<file path="src/rtl/legv8_control_fsm.sv">
// Multi-cycle LEGv8 control unit: FETCH latches the ROM word, EXEC/MEM emit the datapath control word.
// Optional B.cond decode is enabled by defining LEGV8_CTRL_BCOND_EN.
module legv8_control_fsm #(
    parameter int CW_W = 30,
    parameter int ST_W = 3
) (
    input  logic            clock,
    input  logic            reset,
    input  logic [31:0]     instruction,
    input  logic [4:0]      status,
    output logic [CW_W-1:0] control_word,
    output logic [63:0]     constant,
    output logic [ST_W-1:0] state,
    output logic            illegal
);
    localparam logic [ST_W-1:0] S_FETCH = 3'd0;
    localparam logic [ST_W-1:0] S_EXEC  = 3'd1;
    localparam logic [ST_W-1:0] S_MEM   = 3'd2;
    localparam logic [ST_W-1:0] S_HALT  = 3'd3;

    localparam logic [10:0] OP_ADD  = 11'b10001011000;
    localparam logic [10:0] OP_SUB  = 11'b11001011000;
    localparam logic [10:0] OP_AND  = 11'b10001010000;
    localparam logic [10:0] OP_ORR  = 11'b10101010000;
    localparam logic [10:0] OP_SUBS = 11'b11101011000;
    localparam logic [10:0] OP_LDUR = 11'b11111000010;
    localparam logic [10:0] OP_STUR = 11'b11111000000;
    localparam logic [9:0]  OP_ADDI = 10'b1001000100;
    localparam logic [9:0]  OP_SUBI = 10'b1101000100;
    localparam logic [5:0]  OP_B    = 6'b000101;
    localparam logic [7:0]  OP_CBZ  = 8'b10110100;
    localparam logic [7:0]  OP_CBNZ = 8'b10110101;

    localparam logic [4:0] FS_AND = 5'b00000;
    localparam logic [4:0] FS_ORR = 5'b00100;
    localparam logic [4:0] FS_ADD = 5'b01000;
    localparam logic [4:0] FS_SUB = 5'b01001;
    localparam logic [4:0] XZR    = 5'd31;

    logic [ST_W-1:0] r_state;
    logic [31:0]     r_ir;

    logic [ST_W-1:0] w_next;
    logic [10:0]     w_op11;
    logic [9:0]      w_op10;
    logic [7:0]      w_op8;
    logic [5:0]      w_op6;
    logic [4:0]      w_rd, w_rn, w_rm, w_rfs;
    logic [63:0]     w_dimm, w_bimm, w_cbimm, w_const;
    logic            w_en_pc, w_en_mem, w_en_alu, w_pcsel, w_bsel, w_sl, w_wm, w_wr;
    logic [1:0]      w_ps;
    logic [4:0]      w_fs, w_sb, w_sa, w_da;
    logic [CW_W-1:0] w_cw;
    logic            w_cond;

    assign w_op11 = r_ir[31:21];
    assign w_op10 = r_ir[31:22];
    assign w_op8  = r_ir[31:24];
    assign w_op6  = r_ir[31:26];
    assign w_rd   = r_ir[4:0];
    assign w_rn   = r_ir[9:5];
    assign w_rm   = r_ir[20:16];
    assign w_rfs  = (w_op11 == OP_ADD) ? FS_ADD :
                    (w_op11 == OP_AND) ? FS_AND :
                    (w_op11 == OP_ORR) ? FS_ORR : FS_SUB;

    // Branch offsets are pre-decremented because FETCH has already advanced the PC by 4.
    assign w_dimm  = {{55{r_ir[20]}}, r_ir[20:12]};
    assign w_bimm  = {{38{r_ir[25]}}, r_ir[25:0]} - 64'd1;
    assign w_cbimm = {{45{r_ir[23]}}, r_ir[23:5]} - 64'd1;

`ifdef LEGV8_CTRL_BCOND_EN
    // status[4:1] = {V,C,N,Z}
    always_comb begin
        w_cond = 1'b0;
        case (r_ir[3:0])
            4'h0: w_cond = status[1];
            4'h1: w_cond = !status[1];
            4'h2: w_cond = status[3];
            4'h3: w_cond = !status[3];
            4'h4: w_cond = status[2];
            4'h5: w_cond = !status[2];
            4'h6: w_cond = status[4];
            4'h7: w_cond = !status[4];
            4'h8: w_cond = status[3] && !status[1];
            4'h9: w_cond = !(status[3] && !status[1]);
            4'hA: w_cond = (status[2] == status[4]);
            4'hB: w_cond = (status[2] != status[4]);
            4'hC: w_cond = !status[1] && (status[2] == status[4]);
            4'hD: w_cond = !(!status[1] && (status[2] == status[4]));
            4'hE: w_cond = 1'b1;
            default: w_cond = 1'b0;
        endcase
    end
`else
    logic w_unused_flags;
    assign w_unused_flags = ^status[4:1];
    assign w_cond = 1'b0;
`endif

    always_comb begin
        w_next   = r_state;
        w_en_pc  = 1'b0;
        w_en_mem = 1'b0;
        w_en_alu = 1'b0;
        w_pcsel  = 1'b0;
        w_bsel   = 1'b0;
        w_sl     = 1'b0;
        w_wm     = 1'b0;
        w_wr     = 1'b0;
        w_ps     = 2'b00;
        w_fs     = FS_AND;
        w_sb     = XZR;
        w_sa     = XZR;
        w_da     = XZR;
        w_const  = 64'd0;
        case (r_state)
            S_FETCH: begin
                w_ps   = 2'b01;
                w_next = S_EXEC;
            end
            S_EXEC: begin
                w_next = S_FETCH;
                case (w_op11)
                    OP_ADD, OP_SUB, OP_AND, OP_ORR, OP_SUBS: begin
                        w_en_alu = 1'b1;
                        w_wr     = 1'b1;
                        w_sl     = (w_op11 == OP_SUBS);
                        w_fs     = w_rfs;
                        w_da     = w_rd;
                        w_sa     = w_rn;
                        w_sb     = w_rm;
                    end
                    OP_LDUR: begin
                        w_bsel  = 1'b1;
                        w_const = w_dimm;
                        w_fs    = FS_ADD;
                        w_sa    = w_rn;
                        w_next  = S_MEM;
                    end
                    OP_STUR: begin
                        w_bsel  = 1'b1;
                        w_const = w_dimm;
                        w_fs    = FS_ADD;
                        w_sa    = w_rn;
                        w_sb    = w_rd;
                        w_wm    = 1'b1;
                    end
                    default: begin
                        if (w_op10 == OP_ADDI || w_op10 == OP_SUBI) begin
                            w_en_alu = 1'b1;
                            w_wr     = 1'b1;
                            w_bsel   = 1'b1;
                            w_const  = {52'd0, r_ir[21:10]};
                            w_fs     = (w_op10 == OP_ADDI) ? FS_ADD : FS_SUB;
                            w_da     = w_rd;
                            w_sa     = w_rn;
                        end else if (w_op6 == OP_B) begin
                            w_pcsel = 1'b1;
                            w_ps    = 2'b11;
                            w_const = w_bimm;
                        end else if (w_op8 == OP_CBZ || w_op8 == OP_CBNZ) begin
                            w_pcsel = 1'b1;
                            w_const = w_cbimm;
                            w_fs    = FS_ORR;
                            w_sa    = w_rd;
                            w_ps    = ((w_op8 == OP_CBZ) == status[0]) ? 2'b11 : 2'b00;
                        end
`ifdef LEGV8_CTRL_BCOND_EN
                        else if (w_op8 == 8'b01010100) begin
                            w_pcsel = 1'b1;
                            w_const = w_cbimm;
                            w_ps    = w_cond ? 2'b11 : 2'b00;
                        end
`endif
                        else begin
                            w_sb   = 5'd0;
                            w_sa   = 5'd0;
                            w_da   = 5'd0;
                            w_next = S_HALT;
                        end
                    end
                endcase
            end
            S_MEM: begin
                w_en_mem = 1'b1;
                w_wr     = 1'b1;
                w_bsel   = 1'b1;
                w_const  = w_dimm;
                w_fs     = FS_ADD;
                w_sa     = w_rn;
                w_da     = w_rd;
                w_next   = S_FETCH;
            end
            S_HALT: begin
                w_sb = 5'd0;
                w_sa = 5'd0;
                w_da = 5'd0;
            end
            default: begin
                w_sb   = 5'd0;
                w_sa   = 5'd0;
                w_da   = 5'd0;
                w_next = S_FETCH;
            end
        endcase
    end

    assign w_cw = {w_en_pc, w_en_mem, w_en_alu, w_pcsel, w_bsel, w_sl, w_wm, w_wr,
                   w_ps, w_fs, w_sb, w_sa, w_da};

    always_ff @(posedge clock or negedge reset) begin
        if (!reset) begin
            r_state <= S_FETCH;
            r_ir    <= 32'd0;
        end else begin
            r_state <= w_next;
            if (r_state == S_FETCH) r_ir <= instruction;
        end
    end

    // Outputs are gated by reset so an aborted instruction never issues a write.
    assign control_word = reset ? w_cw : '0;
    assign constant     = reset ? w_const : 64'd0;
    assign state        = r_state;
    assign illegal      = (r_state == S_HALT);
endmodule

</file>
<file path="config.mk">
export PLATFORM = sky130hd
export DESIGN_NAME = legv8_control_fsm
export DESIGN_NICKNAME = d
export VERILOG_FILES = /design/src/rtl/legv8_control_fsm.sv
export SDC_FILE = /design/constraint.sdc
export NUM_CORES = 1
export LEC_CHECK = 0
export BUFFER_PORTS_ARGS = -buffer_cell sky130_fd_sc_hd__buf_2
export CAP_MARGIN = 20
export CORE_MARGIN = 2
export CORE_UTILIZATION = 55
export CTS_CLUSTER_SIZE = 24
export DETAILED_ROUTE_END_ITERATION = 10
export PLACE_DENSITY = 0.9
export SKIP_LAST_GASP = 1
export SLEW_MARGIN = 20
export SYNTH_ARGS = -nofsm -noshare
export SYNTH_HDL_FRONTEND = slang
export SYNTH_SLANG_ARGS = --single-unit
</file>
<file path="constraint.sdc">
create_clock -name clock -period 9.5 [get_ports clock]
set_input_delay 0 -clock clock [delete_from_list [all_inputs] [get_ports clock]]
set_output_delay 0 -clock clock [all_outputs]
set_load 0.01 [all_outputs]
</file>
==> out/results.tsv <==
metric	value	unit
status	complete, no violations	
first-pass GRT wire length	19200	µm
Routed Wire Length	12000	µm
fraction of registers with async set/reset	1.00	
nets	615	
critical path, cell by cell	inv_1 > ha_1 > nor4b_1 > nand3_1 > nor4_1 > a211oi_1 > o21ai_2 > buf_2	
Worst slew margin	0.203	
Combinational Power Share	0.567	
Max-Cap Viols	0	
Final Cycle Share	0.407	
Sequential Power Share	0.347	
Crit path required time	9500	ps
Power Dens Cells	275	nW/µm²
setup TNS	0	ps
Synth area leaders	dfrtp_1, buf_4, mux2_2	
Clock Path Buffers	2	
RSZ-0062 raised after global routing	false	
post_cts resized	0	
Mean Syn Cell Area	7.77	µm²
maximum fanout along the worst path	38	
Yosys reg bits	34	
P_leak	2.06	nW
crit end category	output pin	
vias in the first global route	3976	
Slew Viols, Final	0	
maximum clock frequency	0.258	GHz
Chip Width	86.0	µm
Mapped Area	3700	µm²
min-delay worst type	in2async	
Final Hold Fails	0	
Synth top area share	0.230	
die area	7400	µm²
Filler cells	486	
hold_buf cts	33	
layout cells sized above 1	0.307	
# port buffers	128	
YS warnings	0	
sw power	640	µW
Syn-to-layout area delta	19.3	%
largest net degree at the start of global routing	45	
delay of the slowest critical-path stage	960	ps
Setup Crit Path Kind	reg2out	
commonest non-fill, non-tap cells in the layout	buf_2, nor2_1, dfrtp_1	
Worst R2R Start	r_ir[21]	
main combinational cell family by area after synthesis	compound AO/OA/AOI/OAI gates	
vias	4173	
worst r2r path cells	6	
commonest non-fill, non-tap cell in the layout	buf_2	
CTS tree	yes	
reg2reg setup slack	7200	ps
root buf cell	clkbuf_8	
distinct cell type count after synthesis	63	
Clock Latency Late Sink	290	ps
Sink Count	34	
# DRC	0	
post-synthesis mux area share	0.0818	
initial antenna violation count	0	
Synth area leader	dfrtp_1	
total power	1.22	mW
Compound-Gate Fraction of Synth Area	0.225	
starting density of the core	0.576	
# setup viols final	0	
Fin Hold WS	362	ps
Worst setup startpoint	r_ir[0]	
Worst VDD drop	198	µV
prevailing post-synth register cell	dfrtp_1	
Clock Power Share	0.086	
I/O Pins	137	
Net Sw Frac	0.526	
startpoint types	flop	
Mapped Cells	476	
Critical Path Sink	constant[41]	
Finished Core Util	0.687	
H-tree depth	2	
Post-DRT Antenna Nets	0	
TritonCTS Buffers	5	
simple-gate share of the synthesized area	0.220	
sequential share of the synthesized area	0.230	
Global Route Usage Sum	0.322	
Avg WL per Cell	18.6	µm
Core Footprint	6420	µm²
router iterations before antenna repair	5	
Synth Area in Adders	0.0203	
DIE HEIGHT	86.0	µm
slew of the pin with the lowest slew margin	1180	ps
Critical Path AT	3870	ps
dpl hpwl	8180	µm
EDFF count, synth	0	
Setup Buffers After CTS	0	
gpl congestion	0.932	
clk_skew	6.86	ps
Worst-path clk slew	70	ps
slowest stage cell, crit path	nor4b_1	
reg2reg end	state[0]	
crit path time final	3870	ps
internal power	576	µW
n_diodes	0	
Rows	29	
total grt overflow	0	
1st-iter DRT viols	393	
Via density	6.45	
XOR/XNOR Fraction of Synth Area	0.0829	
[metrics by stage]
step | cell area, µm² | setup WS (ps) | std cells
final | 4410 | 5630 | 647
after global routing | 4410 | 5380 | 647
after CTS | 4410 | 5650 | 647
after detailed placement | 4000 | 5980 | 607
after global placement | 4000 | 6010 | 607
after floorplan | 3710 | 5770 | 479
[layout make-up]
class | instances | area, µm² | area share
Clock buffer | 5 | 68.8 | 0.0156
Clock inverter | 2 | 10.0 | 0.00227
Inverter | 12 | 45.0 | 0.0102
Multi-Input combinational cell | 353 | 2350 | 0.532
Sequential cell | 34 | 851 | 0.193
Tap cell | 77 | 96.3 | 0.0218
Timing Repair Buffer | 164 | 993 | 0.225
[sequential cells by signal, summed over array words and instances (netlist names)]
| signal | cells |
|---|---|
| r_ir | 32 |
| state | 2 |
[synthesized netlist by cell type, types with 7 or more instances]
cell type  instances
buf_4             41
nor2_1            37
dfrtp_1           34
a21oi_1           33
clkbuf_1          31
nand2_1           31
mux2_2            26
xnor2_1           18
o21ai_0           17
xor2_1            17
nand3_1           14
nor3_1            13
inv_1             12
o21ai_1           11
a22oi_1            9
a21o_1             8
nand4_1            8
nor4_1             8
buf_2              7
[worst min-delay path by stage]
stage / from / to / slack (ps)
6_report: reset / r_ir[5] / 360
3_3_place_gp: reset / r_ir[9] / 130
4_1_cts: reset / r_ir[2] / 390
3_5_place_dp: reset / r_ir[2] / 150
2_1_floorplan: reset / r_ir[0] / -300
5_1_grt: reset / r_ir[19] / 440
[routing by layer]
metal / track usage / up-vias / routed length [µm]
met5: 0 / - / 0
li1: - / 1854 / -
met4: 0.162 / 0 / 505
met1: 0.389 / 1921 / 4570
met2: 0.548 / 348 / 5680
met3: 0.0597 / 50 / 1280
[power groups by stage]
| stage | combinational (mW) | sequential, mW | clock, mW |
|---|---|---|---|
| after global routing | 0.748 | 0.427 | 0.110 |
| after CTS | 0.668 | 0.407 | 0.104 |
| after detailed placement | 0.654 | 0.409 | 0 |
| after global placement | 0.633 | 0.403 | 0 |
| after floorplan | 0.626 | 0.267 | 0 |
| final | 0.689 | 0.422 | 0.105 |
[critical path: cells and delay by family (launching register included)]
family | cells | cell delay [ps]
buffers and inverters | 2 | 410
flip-flops | 1 | 490
adder cells (fa/ha/maj) | 1 | 230
AO/OA/AOI/OAI | 2 | 890
AND/OR/NAND/NOR | 3 | 1550
[cell families (layout without fill, tap and decap cells)]
logic type                 after synthesis  count (layout)
and+or+nand+nor                        155             155
AOI/OAI and AO/OA                      126             126
buffers and inverters                   92             183
xor gates and xnor gates                35              35
DFF                                     34              34
muxes                                   27              27
adders and majority gates                6               6
other                                    1               4
No activity file was read; power rests on OpenSTA's default activity.
